<file path="src/rtl/key_entry.sv">
// key_entry: turns keypad strobes into debounced presses, builds a BCD
// number with backspace/clear, and converts it to binary on enter.
//
// Ports:
//   clk, rst     system clock, async active-high reset
//   key_code     4-bit key code (0-9 digits, A bksp, B clear, F enter)
//   key_valid    1-cycle strobe, repeats while a key is held
//   digits_bcd   entry buffer, newest digit in nibble 0
//   digit_count  number of digits held
//   num_bin      last converted value
//   num_valid    1-cycle pulse when num_bin updates
//   busy         high while converting
//   overflow     1-cycle pulse when a digit is rejected (buffer full)
module key_entry #(
   parameter int MAX_DIGITS  = 3,
   parameter int RELEASE_CYC = 16384,
   localparam int BIN_W      = $clog2(10**MAX_DIGITS),
   localparam int CW         = $clog2(MAX_DIGITS+1)
) (
   input  logic                    clk,
   input  logic                    rst,
   input  logic [3:0]              key_code,
   input  logic                    key_valid,
   output logic [4*MAX_DIGITS-1:0] digits_bcd,
   output logic [CW-1:0]           digit_count,
   output logic [BIN_W-1:0]        num_bin,
   output logic                    num_valid,
   output logic                    busy,
   output logic                    overflow
);

   localparam int RW = (RELEASE_CYC > 1) ? $clog2(RELEASE_CYC) : 1;
   localparam int IW = (MAX_DIGITS > 1) ? $clog2(MAX_DIGITS) : 1;
   localparam int SW = BIN_W + 4;

   localparam logic [RW-1:0] REL_LAST = RW'(RELEASE_CYC-1);
   localparam logic [IW-1:0] IDX_TOP  = IW'(MAX_DIGITS-1);
   localparam logic [CW-1:0] CNT_MAX  = CW'(MAX_DIGITS);

   localparam logic [0:0] ENTRY   = 1'b0;
   localparam logic [0:0] CONVERT = 1'b1;

   logic [0:0]       state;
   logic             held;
   logic [RW-1:0]    rel_cnt;
   logic [3:0]       last_code;
   logic [BIN_W-1:0] acc;
   logic [IW-1:0]    idx;

   logic             accept;
   logic             is_digit;
   logic             is_bs;
   logic             is_clr;
   logic             is_ent;
   logic [3:0]       nib;
   logic [BIN_W-1:0] acc_nx;

   // A strobe is a new press unless it repeats the key still held down.
   assign accept   = key_valid && (!held || key_code != last_code);
   assign is_digit = key_code <= 4'd9;
   assign is_bs    = key_code == 4'hA;
   assign is_clr   = key_code == 4'hB;
   assign is_ent   = key_code == 4'hF;

   // Walk the buffer from the most significant nibble down.
   assign nib    = digits_bcd[{idx, 2'b00} +: 4];
   assign acc_nx = BIN_W'(({4'b0000, acc} * SW'(10)) + SW'(nib));

   always_ff @(posedge clk or posedge rst) begin
      if (rst) begin
         state       <= ENTRY;
         held        <= 1'b0;
         rel_cnt     <= '0;
         last_code   <= 4'h0;
         acc         <= '0;
         idx         <= '0;
         digits_bcd  <= '0;
         digit_count <= '0;
         num_bin     <= '0;
         num_valid   <= 1'b0;
         busy        <= 1'b0;
         overflow    <= 1'b0;
      end else begin
         num_valid <= 1'b0;
         overflow  <= 1'b0;

         if (key_valid) begin
            rel_cnt <= '0;
            if (accept) begin
               held      <= 1'b1;
               last_code <= key_code;
            end
         end else if (held) begin
            if (rel_cnt == REL_LAST) begin
               held    <= 1'b0;
               rel_cnt <= '0;
            end else begin
               rel_cnt <= rel_cnt + RW'(1);
            end
         end

         if (state == ENTRY) begin
            if (accept) begin
               unique case (1'b1)
                  is_digit: begin
                     if (digit_count < CNT_MAX) begin
                        digits_bcd      <= digits_bcd << 4;
                        digits_bcd[3:0] <= key_code;
                        digit_count     <= digit_count + CW'(1);
                     end else begin
                        overflow <= 1'b1;
                     end
                  end
                  is_bs: begin
                     if (digit_count != '0) begin
                        digits_bcd  <= digits_bcd >> 4;
                        digit_count <= digit_count - CW'(1);
                     end
                  end
                  is_clr: begin
                     digits_bcd  <= '0;
                     digit_count <= '0;
                  end
                  is_ent: begin
                     if (digit_count != '0) begin
                        state <= CONVERT;
                        busy  <= 1'b1;
                        acc   <= '0;
                        idx   <= IDX_TOP;
                     end
                  end
                  default: ;
               endcase
            end
         end else begin
            // Unused upper nibbles are zero, so a fixed-length loop is exact.
            acc <= acc_nx;
            idx <= idx - IW'(1);
            if (idx == '0) begin
               num_bin     <= acc_nx;
               num_valid   <= 1'b1;
               digits_bcd  <= '0;
               digit_count <= '0;
               busy        <= 1'b0;
               state       <= ENTRY;
            end
         end
      end
   end

endmodule

</file>
<file path="config.mk">
export PLATFORM = sky130hd
export DESIGN_NAME = key_entry
export DESIGN_NICKNAME = d
export VERILOG_FILES = /design/src/rtl/key_entry.sv
export SDC_FILE = /design/constraint.sdc
export NUM_CORES = 1
export LEC_CHECK = 0
export CORE_ASPECT_RATIO = 0.75
export CORE_MARGIN = 2
export CORE_UTILIZATION = 57
export CTS_CLUSTER_DIAMETER = 60
export DETAILED_ROUTE_END_ITERATION = 12
export PLACE_DENSITY = 0.92
export SYNTH_ARGS = -nofsm -noshare
export SYNTH_HDL_FRONTEND = slang
export SYNTH_SLANG_ARGS = --single-unit
</file>
<file path="constraint.sdc">
create_clock -name clk -period 3.6 [get_ports clk]
set_clock_uncertainty 0.15 [all_clocks]
set_input_delay 0.72 -clock clk [delete_from_list [all_inputs] [get_ports clk]]
set_output_delay 0.72 -clock clk [all_outputs]
set_load 0.01 [all_outputs]
</file>
### Word level (Yosys, flattened, before mapping)

Index checks and enable logic that the tools add are counted.

* shift operators: 1
* magnitude comparators: 2
* equal/unequal tests: 9
* reduce and logical (&&, ||, !) cells: 15
* muxes and demuxes: 43
* $mul: 1
* add/sub/neg operators: 5

Operators by type and width (number)
* two-way mux 12 bit: 5
* two-way mux 14 bit: 3
* two-way mux 10 bit: 4
* one-hot mux 12 bit (3 select lines): 1
* two-way mux 1 bit: 20
* two-way mux 2 bit: 9
* adder 14 x 1 -> 14 bit, second input constant: 1
* equality test 14 bit, second input constant: 1
* equality test 4 bit, second input constant: 3
* variable part select 12 x 5 -> 4 bit: 1
* adder 10 x 4 -> 10 bit: 1
* multiplier 10 x 3 -> 9 bit, second input constant: 1
* nonzero test 2 bit: 5
* inequality test 3 x 2 -> 1 bit, second input constant: 2
* one-hot mux 2 bit (3 select lines): 1
* AND reduction 5 bit: 1
* less-or-equal comparator 4 bit, second input constant: 1
* inequality test 2 x 1 -> 1 bit, second input constant: 2
* inequality test 4 bit: 1
* AND reduction 2 bit: 2
* AND reduction 4 bit: 1
* nonzero test 4 bit: 1
* subtractor 2 x 1 -> 2 bit, second input constant: 2
* AND reduction 3 bit: 1
* other kinds (6): 6

* bits of input ports: 7
* word-level logic and storage cells: 88
* bits in registers: 59
* output and inout bits: 27

### Longest topological paths before layout

Gate-level depths: netlist of the first run.

* depth in word-level cells: 5
* mapped depth: 12
* mapped depth without buffers: 12

### Least setup slack after synthesis of the first run

OpenSTA, ideal clock, no wires.

* path type: flip-flop to flip-flop
* from: register acc[1]
* to: register num_bin[9]
* required time: 3.367 ns
* period minus slack after synthesis: 2.613 ns
* arrival: 2.380 ns
* path buffers: 0
* path slack: 0.987 ns
* cell stages (with the launch flop): 10
* setup time: 0.083 ns
* path through: dfrtp_1 > ha_1 > ha_1 > inv_1 > fa_1 > xnor2_1 > nor3b_1 > nand3_1 > xnor3_1 > o21ai_0

* word-level cells in the longest chain between the ends: 2

Ends and longest elaborated chain
* start, declared: line 47 `logic [BIN_W-1:0] acc;`
* start signal, assigned: line 137 `acc <= acc_nx;`
* multiplier 10 x 3 -> 9 bit: line 67 `assign acc_nx = BIN_W'(({4'b0000, acc} * SW'(10)) + SW'(nib));`
* adder 10 x 4 -> 10 bit: line 67
* end signal, assigned: line 140 `num_bin <= acc_nx;`
* end, declared: line 26 `output logic [BIN_W-1:0] num_bin,`

Every way passes these cells.
A chain may end at the register's enable or synchronous reset.

### Worst setup path after layout of the first run

Same ends and word-level chain as after synthesis.

==> impl_metrics.json, run 1 <==
{
  "outcome": "finished, final reports clean",
  "path_max_fanout": 4,
  "netlist_instances": 328,
  "delay_of_the_slowest_cell_on_the_worst_path_ps": 440,
  "detailedRoute.firstIterationViolations": 155,
  "hold_path_class": "register to register",
  "route.antenna.remaining_nets": 0,
  "initial_antenna_violation_count": 0,
  "cts_inserted_buffers": 9,
  "fp.coreArea_sq_um": 5353,
  "gpl.final_weighted_congestion": 0.8728,
  "ctsHoldBuffers": 0,
  "routed_wirelength_mm": 7.183,
  "portbufs": 33,
  "die_width_um": 90.24,
  "synth_sequential_area_ratio_pct": 45.65,
  "critPathArrivalTime_ps": 3100,
  "maximum_number_of_pins_on_one_net_before_global_route_repair": 59,
  "synth.distinct_cells": 42,
  "slew-limit-headroom_pct": 52.58,
  "cts_htree_levels": 3,
  "clock_insertion_delay_worst_skew_ps": 350,
  "crit_path_end_kind": "register",
  "path_clk_slew_ps": 60,
  "detail_route.vias_per_cell": 5.790,
  "post-route-util_pct": 71.74,
  "synth-edff-count": 0,
  "setup_slack_placement_ps": 467.3,
  "total_negative_setup_slack_ps": 0,
  "num_rows": 23,
  "synth_top_area_share_pct": 45.65,
  "setup_ws_ps": 610.5,
  "finalMaxSlewViolations": 0,
  "drc_errors": 0,
  "required_time_at_the_worst_slack_endpoint_ps": 3710,
  "place.detailed.hpwl_mm": 4.970,
  "dominant_register_cell_in_the_synthesized_netlist": "sky130_fd_sc_hd__dfrtp_1",
  "design.portCount": 34,
  "critPathSlowestCell": "sky130_fd_sc_hd__dfrtp_1",
  "worst_path_most_repeated_cell": "sky130_fd_sc_hd__ha_1",
  "yosysWarnings": 0,
  "fp.dieH_um": 68.68,
  "fin_crit_ps": 2990,
  "count_of_filler_cells_inserted_in_the_layout": 390,
  "numClockSinks": 58,
  "post_cts_resized": 0,
  "synth_largest_area_cell": "sky130_fd_sc_hd__dfrtp_1",
  "start_util_pct": 59.40,
  "synthesis.area_per_instance_sq_um": 9.693,
  "root_driver": "sky130_fd_sc_hd__clkbuf_8",
  "synthTopCellsByArea": "sky130_fd_sc_hd__dfrtp_1 (46%), sky130_fd_sc_hd__ha_1 (6.3%), sky130_fd_sc_hd__o21ai_0 (5.0%)",
  "mappedNetlistArea_sq_um": 3179,
  "regArea_sq_um": 1451,
  "finalSetupViolCount": 0,
  "yosys_register_bits": 58,
  "crit_path_cell_trace": "ha_1 > ha_1 > inv_1 > fa_1 > xnor2_1 > nor3b_1 > nand3_1 > xnor3_1 > o21ai_0",
  "clock_tree_from_tritoncts": "done",
  "detailedRoute.firstPassIterationCount": 4,
  "gr-total-overflow": 0,
  "finalNetCount": 388,
  "async_reset_ff_share_pct": 100.0,
  "post-cts-setup-buffers": 0,
  "floorplan.die_area_sq_um": 6197,
  "groute.usage.overall_pct": 25.64,
  "final_hold_viol_count": 0,
  "synthToLayoutAreaGrowth_pct": 20.78,
  "first_global_vias": 2589,
  "antenna_cells_inserted": 0,
  "max-cap-violations": 0,
  "clk_path_buf_depth": 2,
  "postSynthNetCount": 353,
  "num_vias": 2565,
  "grt_first_pass_wirelength_mm": 12.21,
  "finalCritPeriodShare_pct": 83.04,
  "post_route_cells_drive_above_1_share_pct": 10.05,
  "routed_len_inst_um": 16.21,
  "start_kind": "register",
  "setup.worst_path.class": "register to register",
  "ir_worst_vdd_mv": 0.4993,
  "max_freq_ghz": 0.3345,
  "leakage_power_summed_over_all_cells_nw": 1.729,
  "multi_input_comb_area_sq_um": 1633,
  "power_density_nw_per_um2": 856.8,
  "rsz0062_at_grt": "false",
  "worstMarginPinSlew_ps": 711.2
}
-- per-stage QoR --
stage	instance area [sq um]	std cells	hold WS (ps)	total power, W
global placement	3587	427	309.8	0.002439
finish	3840	443	326.1	0.003290
CTS	3840	443	333.3	0.003295
detailed placement	3587	427	319.2	0.002513
global route	3840	443	355.0	0.003499
floorplan	3179	328	302.1	0.001972
-- flip-flops by register name, indices dropped and copies added, names as in the netlist, 2 cells and up --
register / count
acc: 9
digit_count: 2
digits_bcd: 12
idx: 2
last_code: 4
num_bin: 10
rel_cnt: 14
-- Yosys cell counts, drive strengths merged (3+ instances only) --
cell / count
a21oi: 19
a21o: 4
o2bb2ai: 3
o21ai: 32
xor2: 6
nor3b: 7
mux2: 10
nor3: 4
nand4: 4
nand3: 19
inv: 9
mux2i: 11
buf: 3
and3: 3
clkbuf: 11
xnor2: 13
nand2: 41
nand2b: 3
ha: 16
nor2: 24
o31ai: 4
dfrtp: 58
-- cell type report --
type	count	area share, %
multi-input cells	245	42.52
well taps	75	2.444
clock inverters	4	2.542
inverters	11	1.075
repair buffers	38	9.580
clock buffers	12	4.040
flip-flops and latches	58	37.80
-- routing by layer --
layer	vias up	global-route usage [%]	wire (um)
met5	-	0	0
met4	0	11.35	171
met3	19	6.739	369
met2	69	42.20	3461
met1	1259	32.89	3181
li1	1218	-	-
-- logic make-up (layout without fill, tap and decap cells) --
logic type | Yosys count | in the layout | share of synthesized area (%)
adders and majority gates | 18 | 18 | 7.556
and+or+nand+nor | 113 | 113 | 16.80
xor gates and xnor gates | 20 | 20 | 5.943
buffers and inverters | 25 | 65 | 3.148
DFF | 58 | 58 | 45.65
AOI/OAI and AO/OA | 73 | 73 | 13.77
muxes | 21 | 21 | 7.123
-- critical path: cells and delay by family, from the launching register on --
kind	cells	cell delay [ps]
adders and majority gates	3	890
xor gates and xnor gates	2	660
and+or+nand+nor	2	520
DFF	1	440
AOI/OAI and AO/OA	1	180
buffers and inverters	1	60
-- final timing paths --
| path | startpoint | endpoint | slack [ps] | depth (start not counted) |
|---|---|---|---|---|
| worst min-delay path | num_bin[7] | num_bin[7] | 330 | 2 |
| worst min register to register | num_bin[7] | num_bin[7] | 330 | 2 |
| min in group asynchronous | rst | num_bin[8] | 750 | 3 |
| worst max-delay path | acc[1] | num_bin[9] | 610 | 9 |
| worst max register to register | acc[1] | num_bin[9] | 610 | 9 |
| max in group asynchronous | rst | acc[4] | 2080 | 3 |
-- cells in the final DEF (no fill, tap or decap), types with 2 or more instances in the layout --
master	count
sky130_fd_sc_hd__a21o_1	4
sky130_fd_sc_hd__a21oi_1	19
sky130_fd_sc_hd__a22o_1	2
sky130_fd_sc_hd__and3_1	3
sky130_fd_sc_hd__buf_4	5
sky130_fd_sc_hd__bufinv_16	3
sky130_fd_sc_hd__clkbuf_8	11
sky130_fd_sc_hd__clkdlybuf4s50_1	33
sky130_fd_sc_hd__clkinv_1	2
sky130_fd_sc_hd__dfrtp_1	58
sky130_fd_sc_hd__fa_1	2
sky130_fd_sc_hd__ha_1	16
sky130_fd_sc_hd__inv_1	8
sky130_fd_sc_hd__mux2_2	9
sky130_fd_sc_hd__mux2i_1	11
sky130_fd_sc_hd__nand2_1	41
sky130_fd_sc_hd__nand2b_1	3
sky130_fd_sc_hd__nand3_1	19
sky130_fd_sc_hd__nand4_1	4
sky130_fd_sc_hd__nor2_1	24
sky130_fd_sc_hd__nor3_1	3
sky130_fd_sc_hd__nor3b_1	7
sky130_fd_sc_hd__nor4b_1	2
sky130_fd_sc_hd__o21ai_0	32
sky130_fd_sc_hd__o21bai_1	2
sky130_fd_sc_hd__o2bb2ai_1	3
sky130_fd_sc_hd__o31ai_1	4
sky130_fd_sc_hd__or2_2	2
sky130_fd_sc_hd__xnor2_1	13
sky130_fd_sc_hd__xor2_1	6
-- power breakdown --
part / switching (W) / internal [W] / total [W]
registers: 0.000245 / 0.000858 / 0.00110
logic: 0.000694 / 0.000726 / 0.00142
clock network: 0.000269 / 0.000498 / 0.000767
total: 0.00121 / 0.00208 / 0.00329
No activity file was read; power rests on OpenSTA's default activity.
==> run 2, diff against run 1 <==
--- a/config.mk
+++ b/config.mk
@@ -7,10 +7,10 @@
 export LEC_CHECK = 0
 export CORE_ASPECT_RATIO = 0.75
 export CORE_MARGIN = 2
-export CORE_UTILIZATION = 57
+export CORE_UTILIZATION = 51
 export CTS_CLUSTER_DIAMETER = 60
 export DETAILED_ROUTE_END_ITERATION = 12
-export PLACE_DENSITY = 0.92
+export PLACE_DENSITY = 0.88
 export SYNTH_ARGS = -nofsm -noshare
 export SYNTH_HDL_FRONTEND = slang
 export SYNTH_SLANG_ARGS = --single-unit
==> constraint.sdc (replaced) <==
create_clock -name clk -period 2.6 [get_ports clk]
set_clock_uncertainty 0.15 [all_clocks]
set_input_delay 0.52 -clock clk [delete_from_list [all_inputs] [get_ports clk]]
set_output_delay 0.52 -clock clk [all_outputs]
set_load 0.01 [all_outputs]
==> impl_metrics.json, run 2 (synthesized netlist as in run 1, its figures left out) <==
{
  "detailedRoute.firstPassIterationCount": 5,
  "finalSetupViolCount": 0,
  "swShare_pct": 35.99,
  "crit_buf_inv": 1,
  "antenna_cells_inserted": 0,
  "power_density_nw_per_um2": 1212,
  "clk_path_buf_depth": 2,
  "synthToLayoutAreaGrowth_pct": 27.27,
  "setup.worst_path.class": "register to register",
  "clock_insertion_delay_worst_skew_ps": 340,
  "groute.usage.overall_pct": 24.44,
  "layout.cells.most_common_list": "sky130_fd_sc_hd__dfrtp_1 (57), sky130_fd_sc_hd__nand2_1 (41), sky130_fd_sc_hd__clkdlybuf4s50_1 (33), sky130_fd_sc_hd__o21ai_0 (31), sky130_fd_sc_hd__nor2_1 (23)",
  "place_area_sq_um": 3736,
  "max_freq_ghz": 0.3903,
  "fin_crit_ps": 2562,
  "top_regs": "rel_cnt: 14 flops, digits_bcd: 12 flops, num_bin: 10 flops",
  "path_delay_family": "adder cells",
  "required_time_at_the_worst_slack_endpoint_ps": 2740,
  "final_hold_viol_count": 0,
  "register_ranked_first_by_flip_flop_count": "rel_cnt",
  "whs_ps": 324.9,
  "detailedRoute.firstIterationViolations": 201,
  "fp.coreArea_sq_um": 5916,
  "path_clk_slew_ps": 70,
  "ir_worst_vdd_mv": 0.6436,
  "floorplan.die_area_sq_um": 6888,
  "drc_errors": 0,
  "maximum_number_of_pins_on_one_net_before_global_route_repair": 37,
  "post_route_cells_drive_above_1_share_pct": 17.10,
  "grt_first_pass_wirelength_mm": 12.79,
  "crit_path_cell_trace": "mux2i_2 > o21ai_0 > ha_1 > fa_2 > a21o_1 > nand2_1 > buf_4 > xor2_1 > mux2_2",
  "slew-limit-headroom_pct": 64.35,
  "crit_path_end_kind": "register",
  "ctsHoldBuffers": 0,
  "max-cap-violations": 0,
  "outcome": "finished, final reports clean",
  "routed_len_inst_um": 16.38,
  "critPathArrivalTime_ps": 2700,
  "r2r_setup_slack_ps": 40,
  "design.portCount": 34,
  "hold_path_class": "register to register",
  "cts_inserted_buffers": 9,
  "gpl.final_weighted_congestion": 0.9245,
  "critPathSlowestCell": "sky130_fd_sc_hd__dfrtp_2",
  "root_driver": "sky130_fd_sc_hd__clkbuf_8",
  "delay_of_the_slowest_cell_on_the_worst_path_ps": 420,
  "largest_reg_flops": 14,
  "num_rows": 24,
  "setup_slack_placement_ps": -10.11,
  "clock_tree_from_tritoncts": "done",
  "post-route-cell-area_sq_um": 4046,
  "detail_route.vias_per_cell": 5.866,
  "cts_htree_levels": 3,
  "power.internal_w": 0.003139,
  "worstMarginPinSlew_ps": 529.0,
  "fp.dieH_um": 72.38,
  "num_vias": 2722,
  "gr-total-overflow": 0,
  "start_util_pct": 53.74,
  "finalNetCount": 406,
  "rsz0062_at_grt": "false",
  "leakage_power_summed_over_all_cells_nw": 1.830,
  "finalCritPeriodShare_pct": 98.54,
  "comb_power_share_pct": 46.3,
  "power.clock.fraction_pct": 23.4,
  "start_kind": "register",
  "relative_contribution_of_sequential_cells_to_total_power_pct": 30.3,
  "numClockSinks": 58,
  "first_global_vias": 2616,
  "setup_ws_ps": 38.00,
  "path_max_fanout": 4,
  "p_sw_w": 0.001765,
  "place.detailed.hpwl_mm": 5.084,
  "routed_wirelength_mm": 7.602,
  "portbufs": 33,
  "route.antenna.remaining_nets": 0,
  "final_common_cell": "sky130_fd_sc_hd__dfrtp_1",
  "finalMaxSlewViolations": 0,
  "die_width_um": 95.17,
  "initial_antenna_violation_count": 0
}
run 2: cell count changes in the layout (fill, tap and decap cells not counted), sizes merged:
| cell | delta |
|---|---|
| buf | +18 |
| clkbuf | -2 |
| bufinv | +1 |
| inv | +1 |
run 2: cell type report:
type / instances / area, sq um
Fill cell: 435 / 1869
Multi-Input combinational cell: 245 / 1665
Sequential cell: 58 / 1453
Timing Repair Buffer: 56 / 515.5
Clock buffer: 10 / 137.6
Clock inverter: 6 / 136.4
Tap cell: 78 / 97.59
Inverter: 11 / 41.29
run 2: per-layer routing:
metal,share of wire [%],up-vias,track usage (%),wire length (um)
met5,0,-,0,0
met3,6.6,17,7.061,504
li1,-,1256,-,-
met4,1.7,0,9.340,130
met2,46,124,35.37,3523
met1,45,1325,34.95,3443
run 2: timing repair:
item / CTS / global route
setup buffers: 1 / 0
gates resized for setup: 5 / 5
endpoints found under the setup margin: 4 / 5
cloned: 0 / 0
pin swaps: 1 / 1
run 2: metrics by stage:
stage	instances	utilization, %	power (W)	setup TNS, ps
after floorplan	328	-	0.002737	0
after global placement	447	63.16	0.003556	0
after detailed placement	447	63.16	0.003648	-10.11
after CTS	464	68.10	0.004873	0
after global routing	464	68.40	0.005206	0
final	464	68.40	0.004904	0
run 2: power groups by stage:
stage	Sequential (W)	Clock [W]	Combinational, W
after global routing	0.00153	0.00120	0.00248
final	0.00149	0.00115	0.00227
after global placement	0.00148	0	0.00208
after CTS	0.00148	0.00116	0.00223
after floorplan	0.00149	0	0.00125
after detailed placement	0.00149	0	0.00216
run 2: worst register-to-register path: cells and delay by family, from the launching register on:
family	cells	cell delay, ps
and+or+nand+nor	1	120
AOI/OAI and AO/OA	2	310
DFF	1	420
adders and majority gates	2	570
xor gates and xnor gates	1	330
buffers and inverters	1	130
muxes	2	470
run 2: worst paths after layout:
path	from	endpoint	cells after the start
min reg2reg	num_bin[7]	num_bin[7]	2
min in group asynchronous	rst	rel_cnt[0]	2
max	idx[1]	num_bin[5]	9
max reg2reg	idx[1]	num_bin[5]	9
max in group asynchronous	rst	idx[1]	3
min	num_bin[7]	num_bin[7]	2
